`config.mk`:
```
export PLATFORM = sky130hd
export DESIGN_NAME = fofb_link_arbiter_flat
export DESIGN_NICKNAME = d
export VERILOG_FILES = /design/src/rtl/fofb_link_arbiter_if.sv /design/src/rtl/fofb_link_arbiter.sv /design/src/flat_wrapper.sv
export SDC_FILE = /design/constraint.sdc
export NUM_CORES = 1
export LEC_CHECK = 0
export ABC_AREA = 1
export BUFFER_PORTS_ARGS = -buffer_cell sky130_fd_sc_hd__buf_2
export CAP_MARGIN = 20
export CORE_ASPECT_RATIO = 1.1
export CORE_MARGIN = 10
export CORE_UTILIZATION = 38
export DETAILED_ROUTE_END_ITERATION = 8
export PLACE_DENSITY = 0.77
export SLEW_MARGIN = 40
export SYNTH_ARGS = -nofsm -noshare
export SYNTH_HDL_FRONTEND = slang
export SYNTH_SLANG_ARGS = --single-unit
```
`constraint.sdc`:
```
create_clock -name ACLK -period 1.4 [get_ports ACLK]
set_input_delay 0.42 -clock ACLK [delete_from_list [all_inputs] [get_ports ACLK]]
set_output_delay 0.42 -clock ACLK [all_outputs]
set_load 0.02 [all_outputs]
```
`src/rtl/fofb_link_arbiter_if.sv`:
```
// fofb_link_arbiter_if
//   Bundle of all stream, suppress and statistics signals around the FOFB
//   link arbiter.
//   Parameter: DW - data width of all streams.
//   Modports:
//     slave  - arbiter view: consumes S00/S01 streams, suppress inputs and
//              M00 TREADY; drives source TREADYs, the M00 stream and counters.
//     master - environment view: drives the link FIFO streams, suppress
//              inputs and downstream ready; observes everything else.
interface fofb_link_arbiter_if #(
  parameter int DW = 8
);
  logic          S00_AXIS_TVALID;
  logic          S00_AXIS_TREADY;
  logic [DW-1:0] S00_AXIS_TDATA;
  logic          S00_AXIS_TLAST;
  logic          S00_ARB_REQ_SUPPRESS;

  logic          S01_AXIS_TVALID;
  logic          S01_AXIS_TREADY;
  logic [DW-1:0] S01_AXIS_TDATA;
  logic          S01_AXIS_TLAST;
  logic          S01_ARB_REQ_SUPPRESS;

  logic          M00_AXIS_TVALID;
  logic          M00_AXIS_TREADY;
  logic [DW-1:0] M00_AXIS_TDATA;
  logic          M00_AXIS_TLAST;
  logic          M00_AXIS_TID;

  logic [15:0]   PKT_COUNT_00;
  logic [15:0]   PKT_COUNT_01;
  logic [7:0]    ABORT_COUNT;

  modport slave (
    input  S00_AXIS_TVALID, S00_AXIS_TDATA, S00_AXIS_TLAST, S00_ARB_REQ_SUPPRESS,
    input  S01_AXIS_TVALID, S01_AXIS_TDATA, S01_AXIS_TLAST, S01_ARB_REQ_SUPPRESS,
    input  M00_AXIS_TREADY,
    output S00_AXIS_TREADY, S01_AXIS_TREADY,
    output M00_AXIS_TVALID, M00_AXIS_TDATA, M00_AXIS_TLAST, M00_AXIS_TID,
    output PKT_COUNT_00, PKT_COUNT_01, ABORT_COUNT
  );

  modport master (
    output S00_AXIS_TVALID, S00_AXIS_TDATA, S00_AXIS_TLAST, S00_ARB_REQ_SUPPRESS,
    output S01_AXIS_TVALID, S01_AXIS_TDATA, S01_AXIS_TLAST, S01_ARB_REQ_SUPPRESS,
    output M00_AXIS_TREADY,
    input  S00_AXIS_TREADY, S01_AXIS_TREADY,
    input  M00_AXIS_TVALID, M00_AXIS_TDATA, M00_AXIS_TLAST, M00_AXIS_TID,
    input  PKT_COUNT_00, PKT_COUNT_01, ABORT_COUNT
  );
endinterface

```
`src/rtl/fofb_link_arbiter.sv`:
```
// fofb_link_arbiter
//   Packet-granular round-robin arbiter sharing one AXI-Stream output between
//   the CCW (S00) and CW (S01) FOFB read-link FIFOs. Whole packets are granted,
//   runaway packets are truncated at MAX_PKT_WORDS (forced TLAST) and the rest
//   of the source packet is drained silently.
//   Ports:
//     ACLK   - sole clock, rising edge
//     ARESET - asynchronous active-high reset
//     bus    - fofb_link_arbiter_if.slave (S00/S01 streams + suppress,
//              M00 stream with TID, PKT_COUNT_00/01, ABORT_COUNT)
//   Build option: define FOFB_ARB_STATS_EN to implement the packet/abort
//   counters; otherwise they read as 0 and arbitration is unchanged.
//
//   state   | meaning
//   IDLE    | no grant; arbitrate between requesting sources
//   GRANT0  | S00 packet passes combinationally to M00
//   GRANT1  | S01 packet passes combinationally to M00
//   DRAIN0  | S00 packet truncated; discard words up to its TLAST
//   DRAIN1  | S01 packet truncated; discard words up to its TLAST
module fofb_link_arbiter #(
  parameter int DW            = 8,
  parameter int MAX_PKT_WORDS = 16
) (
  input logic                 ACLK,
  input logic                 ARESET,
  fofb_link_arbiter_if.slave  bus
);
  localparam int              WCW     = $clog2(MAX_PKT_WORDS + 1);
  localparam logic [WCW-1:0]  WC_LAST = WCW'(MAX_PKT_WORDS - 1);

  typedef enum logic [2:0] {
    ST_IDLE,
    ST_GRANT0,
    ST_GRANT1,
    ST_DRAIN0,
    ST_DRAIN1
  } state_t;

  state_t         r_state, w_state_nxt;
  logic           r_last_grant, w_last_grant_nxt;
  logic [WCW-1:0] r_wc, w_wc_nxt;

  logic           w_req0, w_req1;
  logic           w_sel;
  logic           w_src_valid, w_src_last;
  logic [DW-1:0]  w_src_data;
  logic           w_wc_lim;

  logic           w_s00_ready, w_s01_ready;
  logic           w_m_valid, w_m_last, w_m_tid;
  logic [DW-1:0]  w_m_data;

  // Suppress only matters here because requests are looked at in IDLE only.
  assign w_req0 = bus.S00_AXIS_TVALID & ~bus.S00_ARB_REQ_SUPPRESS;
  assign w_req1 = bus.S01_AXIS_TVALID & ~bus.S01_ARB_REQ_SUPPRESS;

  // Source currently owning the grant/drain (don't care in IDLE).
  assign w_sel       = (r_state == ST_GRANT1) || (r_state == ST_DRAIN1);
  assign w_src_valid = w_sel ? bus.S01_AXIS_TVALID : bus.S00_AXIS_TVALID;
  assign w_src_last  = w_sel ? bus.S01_AXIS_TLAST  : bus.S00_AXIS_TLAST;
  assign w_src_data  = w_sel ? bus.S01_AXIS_TDATA  : bus.S00_AXIS_TDATA;
  assign w_wc_lim    = (r_wc == WC_LAST);

  always_ff @(posedge ACLK or posedge ARESET) begin
    if (ARESET) begin
      r_state      <= ST_IDLE;
      r_last_grant <= 1'b0;
      r_wc         <= '0;
    end else begin
      r_state      <= w_state_nxt;
      r_last_grant <= w_last_grant_nxt;
      r_wc         <= w_wc_nxt;
    end
  end

  always_comb begin
    w_state_nxt      = r_state;
    w_last_grant_nxt = r_last_grant;
    w_wc_nxt         = r_wc;
    w_s00_ready      = 1'b0;
    w_s01_ready      = 1'b0;
    w_m_valid        = 1'b0;
    w_m_data         = '0;
    w_m_last         = 1'b0;
    w_m_tid          = 1'b0;

    case (r_state)
      ST_IDLE: begin
        w_wc_nxt = '0;
        if (w_req0 && w_req1) begin
          // Tie: favour the source that did not win last time.
          w_state_nxt      = r_last_grant ? ST_GRANT0 : ST_GRANT1;
          w_last_grant_nxt = ~r_last_grant;
        end else if (w_req0) begin
          w_state_nxt      = ST_GRANT0;
          w_last_grant_nxt = 1'b0;
        end else if (w_req1) begin
          w_state_nxt      = ST_GRANT1;
          w_last_grant_nxt = 1'b1;
        end
      end

      ST_GRANT0, ST_GRANT1: begin
        w_m_valid = w_src_valid;
        w_m_data  = w_src_data;
        w_m_tid   = w_sel;
        // The MAX_PKT_WORDS-th word always carries TLAST downstream.
        w_m_last  = w_src_last | w_wc_lim;
        if (w_sel) w_s01_ready = bus.M00_AXIS_TREADY;
        else       w_s00_ready = bus.M00_AXIS_TREADY;
        if (w_src_valid && bus.M00_AXIS_TREADY) begin
          w_wc_nxt = r_wc + 1'b1;
          if (w_src_last)    w_state_nxt = ST_IDLE;
          else if (w_wc_lim) w_state_nxt = w_sel ? ST_DRAIN1 : ST_DRAIN0;
        end
      end

      ST_DRAIN0, ST_DRAIN1: begin
        if (w_sel) w_s01_ready = 1'b1;
        else       w_s00_ready = 1'b1;
        if (w_src_valid && w_src_last) w_state_nxt = ST_IDLE;
      end

      default: w_state_nxt = ST_IDLE;
    endcase
  end

  assign bus.S00_AXIS_TREADY = w_s00_ready;
  assign bus.S01_AXIS_TREADY = w_s01_ready;
  assign bus.M00_AXIS_TVALID = w_m_valid;
  assign bus.M00_AXIS_TDATA  = w_m_data;
  assign bus.M00_AXIS_TLAST  = w_m_last;
  assign bus.M00_AXIS_TID    = w_m_tid;

`ifdef FOFB_ARB_STATS_EN
  logic        w_m_hs, w_done, w_abort;
  logic [15:0] r_pkt_cnt0, r_pkt_cnt1;
  logic [7:0]  r_abort_cnt;

  // w_m_valid is only ever high in GRANTx, so this is a granted handshake.
  assign w_m_hs  = w_m_valid & bus.M00_AXIS_TREADY;
  assign w_done  = w_m_hs & w_src_last;
  assign w_abort = w_m_hs & ~w_src_last & w_wc_lim;

  always_ff @(posedge ACLK or posedge ARESET) begin
    if (ARESET) begin
      r_pkt_cnt0  <= '0;
      r_pkt_cnt1  <= '0;
      r_abort_cnt <= '0;
    end else begin
      if (w_done && !w_sel) r_pkt_cnt0 <= r_pkt_cnt0 + 16'd1;
      if (w_done &&  w_sel) r_pkt_cnt1 <= r_pkt_cnt1 + 16'd1;
      if (w_abort && (r_abort_cnt != 8'hFF)) r_abort_cnt <= r_abort_cnt + 8'd1;
    end
  end

  assign bus.PKT_COUNT_00 = r_pkt_cnt0;
  assign bus.PKT_COUNT_01 = r_pkt_cnt1;
  assign bus.ABORT_COUNT  = r_abort_cnt;
`else
  assign bus.PKT_COUNT_00 = '0;
  assign bus.PKT_COUNT_01 = '0;
  assign bus.ABORT_COUNT  = '0;
`endif

endmodule

```
`src/flat_wrapper.sv`:
```
// flat-port wrapper written by rule: the top's interface ports become plain ports
module fofb_link_arbiter_flat 
#(
  parameter int DW            = 8,
  parameter int MAX_PKT_WORDS = 16
)
  (ACLK, ARESET, bus_S00_AXIS_TVALID, bus_S00_AXIS_TDATA, bus_S00_AXIS_TLAST, bus_S00_ARB_REQ_SUPPRESS, bus_S01_AXIS_TVALID, bus_S01_AXIS_TDATA, bus_S01_AXIS_TLAST, bus_S01_ARB_REQ_SUPPRESS, bus_M00_AXIS_TREADY, bus_S00_AXIS_TREADY, bus_S01_AXIS_TREADY, bus_M00_AXIS_TVALID, bus_M00_AXIS_TDATA, bus_M00_AXIS_TLAST, bus_M00_AXIS_TID, bus_PKT_COUNT_00, bus_PKT_COUNT_01, bus_ABORT_COUNT);
  fofb_link_arbiter_if #(.DW(DW)) bus_i ();
  input logic ACLK;
  input logic ARESET;
  input wire logic [$bits(bus_i.S00_AXIS_TVALID)-1:0] bus_S00_AXIS_TVALID;
  input wire logic [$bits(bus_i.S00_AXIS_TDATA)-1:0] bus_S00_AXIS_TDATA;
  input wire logic [$bits(bus_i.S00_AXIS_TLAST)-1:0] bus_S00_AXIS_TLAST;
  input wire logic [$bits(bus_i.S00_ARB_REQ_SUPPRESS)-1:0] bus_S00_ARB_REQ_SUPPRESS;
  input wire logic [$bits(bus_i.S01_AXIS_TVALID)-1:0] bus_S01_AXIS_TVALID;
  input wire logic [$bits(bus_i.S01_AXIS_TDATA)-1:0] bus_S01_AXIS_TDATA;
  input wire logic [$bits(bus_i.S01_AXIS_TLAST)-1:0] bus_S01_AXIS_TLAST;
  input wire logic [$bits(bus_i.S01_ARB_REQ_SUPPRESS)-1:0] bus_S01_ARB_REQ_SUPPRESS;
  input wire logic [$bits(bus_i.M00_AXIS_TREADY)-1:0] bus_M00_AXIS_TREADY;
  output wire logic [$bits(bus_i.S00_AXIS_TREADY)-1:0] bus_S00_AXIS_TREADY;
  output wire logic [$bits(bus_i.S01_AXIS_TREADY)-1:0] bus_S01_AXIS_TREADY;
  output wire logic [$bits(bus_i.M00_AXIS_TVALID)-1:0] bus_M00_AXIS_TVALID;
  output wire logic [$bits(bus_i.M00_AXIS_TDATA)-1:0] bus_M00_AXIS_TDATA;
  output wire logic [$bits(bus_i.M00_AXIS_TLAST)-1:0] bus_M00_AXIS_TLAST;
  output wire logic [$bits(bus_i.M00_AXIS_TID)-1:0] bus_M00_AXIS_TID;
  output wire logic [$bits(bus_i.PKT_COUNT_00)-1:0] bus_PKT_COUNT_00;
  output wire logic [$bits(bus_i.PKT_COUNT_01)-1:0] bus_PKT_COUNT_01;
  output wire logic [$bits(bus_i.ABORT_COUNT)-1:0] bus_ABORT_COUNT;
  assign bus_i.S00_AXIS_TVALID = bus_S00_AXIS_TVALID;
  assign bus_i.S00_AXIS_TDATA = bus_S00_AXIS_TDATA;
  assign bus_i.S00_AXIS_TLAST = bus_S00_AXIS_TLAST;
  assign bus_i.S00_ARB_REQ_SUPPRESS = bus_S00_ARB_REQ_SUPPRESS;
  assign bus_i.S01_AXIS_TVALID = bus_S01_AXIS_TVALID;
  assign bus_i.S01_AXIS_TDATA = bus_S01_AXIS_TDATA;
  assign bus_i.S01_AXIS_TLAST = bus_S01_AXIS_TLAST;
  assign bus_i.S01_ARB_REQ_SUPPRESS = bus_S01_ARB_REQ_SUPPRESS;
  assign bus_i.M00_AXIS_TREADY = bus_M00_AXIS_TREADY;
  assign bus_S00_AXIS_TREADY = bus_i.S00_AXIS_TREADY;
  assign bus_S01_AXIS_TREADY = bus_i.S01_AXIS_TREADY;
  assign bus_M00_AXIS_TVALID = bus_i.M00_AXIS_TVALID;
  assign bus_M00_AXIS_TDATA = bus_i.M00_AXIS_TDATA;
  assign bus_M00_AXIS_TLAST = bus_i.M00_AXIS_TLAST;
  assign bus_M00_AXIS_TID = bus_i.M00_AXIS_TID;
  assign bus_PKT_COUNT_00 = bus_i.PKT_COUNT_00;
  assign bus_PKT_COUNT_01 = bus_i.PKT_COUNT_01;
  assign bus_ABORT_COUNT = bus_i.ABORT_COUNT;
  fofb_link_arbiter #(.DW(DW), .MAX_PKT_WORDS(MAX_PKT_WORDS)) u_core (.ACLK(ACLK), .ARESET(ARESET), .bus(bus_i));
endmodule
```
==> flow_summary.yaml, run 1 <==
synthesis:
  syn_avg_cell_area_um2: 6.86
  synthesis.area_um2: 1150
  yosysUniqueCellTypes: 26
  ys_warn_count: 0
  yosysSeqAreaShare: 0.197
  synthCells: 167
  ys_ff_latch: 9
floorplan:
  die_h_um: 77.6
  start_util: 0.405
  row_count: 20
  num_io_pins: 78
  dieArea_um2: 5620
  core_um2: 2830
  die_w_um: 72.4
pwr:
  totalPowerFinal_mw: 3.81
  power.internal_mw: 1.76
  p_seq_frac: 0.109
  clockPowerShare: 0.054
  powerDensity_nw_per_um2: 2120
  leakage_nw: 0.919
  netSwitchingFraction: 0.538
  irDropWorstVdd_v: 0.00181
  pwr-share-comb: 0.836
  power_switching_mw: 2.05
clocking:
  clk_pin_slew_ns: 0.06
  insertion_delay_ns: 0.27
  cts_tree: "built"
  cts_hold_buf: 0
  cts_made_buffers: 3
  cts-root-buf: "clkbuf_4"
  cts.path.max_buffers: 2
  numClockSinks: 9
  htreeDepth: 1
layout:
  finish.instance_area_um2: 1800
  layout.nets: 259
  area.growth.synth_to_final_pct: 57.1
  drive_gt1_frac: 0.597
  antennaDiodeCount: 0
placed_design:
  place.gp.congestion: 0.865
  io_buffers: 37
  dp_hpwl_mm: 2.80
  place_area_um2: 1530
routing:
  wl_mm: 3.54
  post-route-drc-count: 0
  drt_pass1_iterations: 4
  drtIter0Drc: 19
  routedWlPerCell_um: 13.4
  via_count: 1166
  ant_nets: 0
  viasPerCell: 4.42
critical_path:
  cp-end-kind: "output pin"
  required_ns: 0.98
  crit_slowest_cell: "dfrtp_1"
  critical_path.startpoint: "u_core.r_state[0]$_DFFE_PP0P_"
  start_kind: "register"
  worstPathArrival_ns: 1.51
  worstPathCellList: "inv_2 -> nand3_4 -> buf_6 -> buf_6 -> o21ai_2 -> buf_6"
  reg2reg_from: "u_core.r_state[0]$_DFFE_PP0P_"
  crit_fanout: 4
  crit_top_cell: "buf_6"
  worstSetupPathType: "register to output pin"
  max_stage_delay_ns: 0.43
sta:
  finalHoldViolations: 0
  setup_tns_ns: -8.64
  finalSetupViolations: 21
  worst_slack_ns: -0.527
  skew_ns: 0.00193
  drv_slew: 0
  fin_crit_sh: 1.38
  max_freq_mhz: 519
  min_period_ns: 1.93
  rsz0062_at_grt: "true"
job:
  cap_violations: 0
global_route:
  grt_overflow: 0
  grt_pass1_wl_mm: 5.48
  antenna_found_initial: 0
  grt_pass1_vias: 1244
  grt_max_degree: 11
  grt.total_usage: 0.116
run_status:
  outcome: "complete, but fails checks"
  failed_checks: "setup timing"
hold_path:
  hold_path.class: "input port to asynchronous set/reset pin"
final cells by class:
cell class	count	area, µm²
fill	230	1030
multi-input combinational	139	960
timing repair buffer	61	450
sequential	9	228
inverter	17	88.8
tap	33	41.3
clock buffer	4	26.3
timing repair inverter	1	6.26
metal layers:
| metal | wire length (µm) | up-vias | part of all wire | GRT usage |
|---|---|---|---|---|
| li1 | - | 584 | - | - |
| met2 | 1680 | 60 | 0.48 | 0.188 |
| met4 | 43 | 0 | 0.012 | 0.0407 |
| met3 | 330 | 5 | 0.093 | 0.0407 |
| met1 | 1480 | 517 | 0.42 | 0.135 |
| met5 | 0 | - | 0 | 0 |
flip-flops by register name, summed over array words and instances (netlist names):
name,flops
u_core.r_last_grant,1
u_core.r_state,3
u_core.r_wc,5
worst paths after layout:
| kind | to | slack, ns | cells past startpoint |
|---|---|---|---|
| max in group asynchronous | u_core.r_state[1]$_DFFE_PP0P_ | 1.02 | 2 |
| setup / recovery | bus_S01_AXIS_TREADY | -0.53 | 6 |
| hold reg to reg | u_core.r_last_grant$_DFFE_PP0P_ | 0.53 | 2 |
| hold / removal | u_core.r_last_grant$_DFFE_PP0P_ | 0.10 | 2 |
| min in group ACLK | u_core.r_state[2]$_DFFE_PP0P_ | 0.44 | 4 |
| setup reg to reg | u_core.r_state[1]$_DFFE_PP0P_ | -0.31 | 11 |
cell families after synthesis:
family	Yosys count	synth area share
compound gates	24	0.120
xor+xnor	1	0.00764
flops	9	0.197
fa+ha+maj	2	0.0218
simple gates	71	0.317
buf+inv	59	0.334
other cells	1	0.00327
through the flow:
stage,hold slack [ns],utilization,cells,setup slack [ns]
after floorplan,0.248,-,206,-0.155
after global placement,0.401,0.542,254,-0.268
after detailed placement,0.398,0.542,254,-0.294
after CTS,0.111,0.612,263,-0.524
after global routing,0.142,0.637,264,-0.587
final,0.105,0.637,264,-0.527
power groups by stage:
stage | Combinational (mW) | Clock [mW] | Sequential (mW)
4_1_cts | 2.98 | 0.211 | 0.403
3_5_place_dp | 2.50 | 0 | 0.407
5_1_grt | 3.45 | 0.221 | 0.425
6_report | 3.19 | 0.207 | 0.417
2_1_floorplan | 1.99 | 0 | 0.401
3_3_place_gp | 2.46 | 0 | 0.401
cell usage in the layout, fill, tap and decap left out:
master,n
a211oi_2,1
a21boi_2,1
a21oi_2,1
buf_2,24
buf_4,23
buf_6,14
clkbuf_1,1
clkbuf_4,3
conb_1,40
dfrtp_1,7
dfrtp_2,2
ha_2,2
inv_1,8
inv_12,1
inv_2,5
inv_4,3
inv_8,1
nand2_1,16
nand2_2,8
nand2_4,5
nand2_8,1
nand3_1,6
nand3_2,8
nand3_4,2
nor2_1,5
nor2_2,1
nor2_4,18
nor3b_1,1
o211ai_1,1
o21ai_1,5
o21ai_2,13
o22ai_1,1
o22ai_2,1
or3_1,1
xor2_1,1
worst max-delay path, delay by kind of cell, from the launching register on:
kind | cells | cell delay (ns)
buffers and inverters | 4 | 0.53
DFF | 1 | 0.43
and+or+nand+nor | 1 | 0.15
AOI/OAI and AO/OA | 1 | 0.12
cells in the mapped netlist:
cell,instances,share of area
nor2_1,22,0.072
buf_4,41,0.27
nor3b_1,1,0.0066
o211ai_1,1,0.0066
conb_1,1,0.0033
nand3_2,4,0.035
o22ai_1,2,0.011
a21boi_2,1,0.0098
inv_2,6,0.020
ha_1,2,0.022
a21oi_1,1,0.0044
buf_6,1,0.0098
nand2_1,20,0.066
xor2_1,1,0.0076
nand3_1,11,0.048
nand2_2,7,0.038
o21ai_1,5,0.022
a211oi_1,1,0.0066
nand2_4,2,0.020
dfrtp_1,9,0.20
inv_1,11,0.036
nor2_2,2,0.011
or3_1,1,0.0055
o21ai_2,1,0.0076
nand3_4,1,0.015
o21ai_0,12,0.052
repair_timing:
item	in CTS	in global routing
setup endpoints to repair	22	22
pin swaps	10	11
setup buffers	4	0
gates resized for setup	36	21
gates cloned	1	1
No activity file was read; power rests on OpenSTA's default activity.
==> run 2, diff against run 1 <==
Settings changed: SKIP_LAST_GASP set to 1.
==> run 2 against run 1 <==
Clock skew barely moved; die area did not move; the run still ends with setup timing left; worst setup slack got worse by 0.017 ns; hold slack got worse by 0.0061 ns; via count barely moved; sequential share of layout area rose by 0.28 points; critical path type unchanged; final cell count fell by 0.38%.
==> flow_summary.yaml, run 2 (synthesis results as in run 1) <==
run_status:
  outcome: "complete, but fails checks"
  failed_checks: "setup timing"
layout:
  top_register: "u_core.r_wc"
  layout_common_cells: "conb_1, buf_4, buf_2"
  drive_gt1_frac: 0.587
  area.growth.synth_to_final_pct: 53.7
  largest_reg_flops: 5
  nFillCells: 244
  layout.nets: 258
  antennaDiodeCount: 0
  mostFrequentLayoutCell: "conb_1"
  top_regs: "u_core.r_wc: 5 flops, u_core.r_state: 3 flops, u_core.r_last_grant: 1 flops"
global_route:
  grt_max_degree: 11
  grt_pass1_vias: 1251
  grt.total_usage: 0.116
  antenna_found_initial: 0
  grt_overflow: 0
  grt_pass1_wl_mm: 5.47
clocking:
  clk_pin_slew_ns: 0.06
  numClockSinks: 9
  cts_made_buffers: 3
  cts_tree: "built"
  insertion_delay_ns: 0.27
  htreeDepth: 1
  cts-root-buf: "clkbuf_4"
  cts.path.max_buffers: 2
critical_path:
  reg2reg_depth: 11
  timing.rr.end: "u_core.r_state[1]$_DFFE_PP0P_"
  critPathBufInv: 4
  required_ns: 0.98
  reg2reg_from: "u_core.r_state[2]$_DFFE_PP0P_"
  crit_fanout: 4
  crit_slowest_cell: "dfrtp_2"
  worstPathArrival_ns: 1.52
  crit_top_cell: "buf_6"
  critPathCapture: "bus_S01_AXIS_TREADY"
  reg2reg_slack_ns: -0.31
  worstSetupPathType: "register to output pin"
  worstPathCellList: "inv_2 -> nand3_4 -> buf_6 -> buf_6 -> o21ai_2 -> buf_6"
  path_delay_family: "buffers and inverters"
  max_stage_delay_ns: 0.45
  cp-end-kind: "output pin"
  critical_path.startpoint: "u_core.r_state[2]$_DFFE_PP0P_"
  cp.depth: 6
  start_kind: "register"
floorplan:
  die_h_um: 77.6
  start_util: 0.405
  row_count: 20
  num_io_pins: 78
  die_w_um: 72.4
  dieArea_um2: 5620
  core_um2: 2830
placed_design:
  dp_hpwl_mm: 2.80
  place.gp.congestion: 0.865
  io_buffers: 37
routing:
  viasPerCell: 4.44
  post-route-drc-count: 0
  via_count: 1167
  wl_mm: 3.47
  ant_nets: 0
  drt_pass1_iterations: 4
  routedWlPerCell_um: 13.2
  drtIter0Drc: 40
pwr:
  leakage_nw: 0.908
  netSwitchingFraction: 0.543
  p_seq_frac: 0.110
  totalPowerFinal_mw: 3.70
  powerDensity_nw_per_um2: 2100
  irDropWorstVdd_v: 0.00177
  pwr-share-comb: 0.833
  clockPowerShare: 0.056
  power_switching_mw: 2.01
  power.internal_mw: 1.69
sta:
  finalSetupViolations: 21
  max_freq_mhz: 514
  drv_slew: 0
  rsz0062_at_grt: "true"
  worst_slack_ns: -0.544
  min_period_ns: 1.94
  fin_crit_sh: 1.39
  setup_tns_ns: -8.60
  skew_ns: 0.00225
  finalHoldViolations: 0
job:
  cap_violations: 0
hold_path:
  hold_path.class: "input port to asynchronous set/reset pin"
==> run 2: worst min path at each step <==
stage | end | slack (ns) | cells after the start
finish | u_core.r_last_grant$_DFFE_PP0P_ | 0.1 | 2
global route | u_core.r_wc[1]$_DFFE_PP0P_ | 0.14 | 2
CTS | u_core.r_wc[1]$_DFFE_PP0P_ | 0.11 | 2
detailed placement | u_core.r_wc[1]$_DFFE_PP0P_ | 0.40 | 2
global placement | u_core.r_wc[1]$_DFFE_PP0P_ | 0.40 | 2
floorplan | u_core.r_last_grant$_DFFE_PP0P_ | 0.25 | 1
==> run 2: area by class of cell <==
cell class,instances,area (µm²),area share
clock buffers,4,26.3,0.0149
flip-flops and latches,9,228,0.129
repair inverters,1,6.26,0.00355
inverters,17,88.8,0.0504
multi-input cells,139,950,0.539
repair buffers,60,422,0.239
well taps,33,41.3,0.0234
==> run 2: what timing repair did <==
item                                    CTS  global route
pin swaps                                10             6
cloned                                    1             1
gates resized for setup                  27            20
hold buffers                              0             0
endpoints found under the setup margin   22            22
buffers inserted                          4             0
==> run 2: routing by layer <==
metal	up-vias	wire [µm]	GRT usage
li1	582	-	-
met1	514	1440	0.134
met2	66	1670	0.192
met3	5	316	0.0382
met4	0	43	0.0407
met5	-	0	0
==> run 2: stage by stage <==
stage	cell area, µm²	hold slack [ns]	cells	setup WS (ns)	util
2_1_floorplan	1490	0.248	206	-0.155	-
3_3_place_gp	1530	0.401	254	-0.268	0.542
3_5_place_dp	1530	0.398	254	-0.294	0.542
4_1_cts	1700	0.111	263	-0.524	0.600
5_1_grt	1760	0.142	263	-0.592	0.623
6_report	1760	0.0988	263	-0.544	0.623
==> run 2: power groups by stage <==
stage / sequential (mW) / combinational, mW / clock, mW
after floorplan: 0.401 / 1.99 / 0
after global placement: 0.401 / 2.46 / 0
after detailed placement: 0.407 / 2.50 / 0
after CTS: 0.403 / 2.87 / 0.211
after global routing: 0.419 / 3.35 / 0.221
final: 0.409 / 3.08 / 0.208
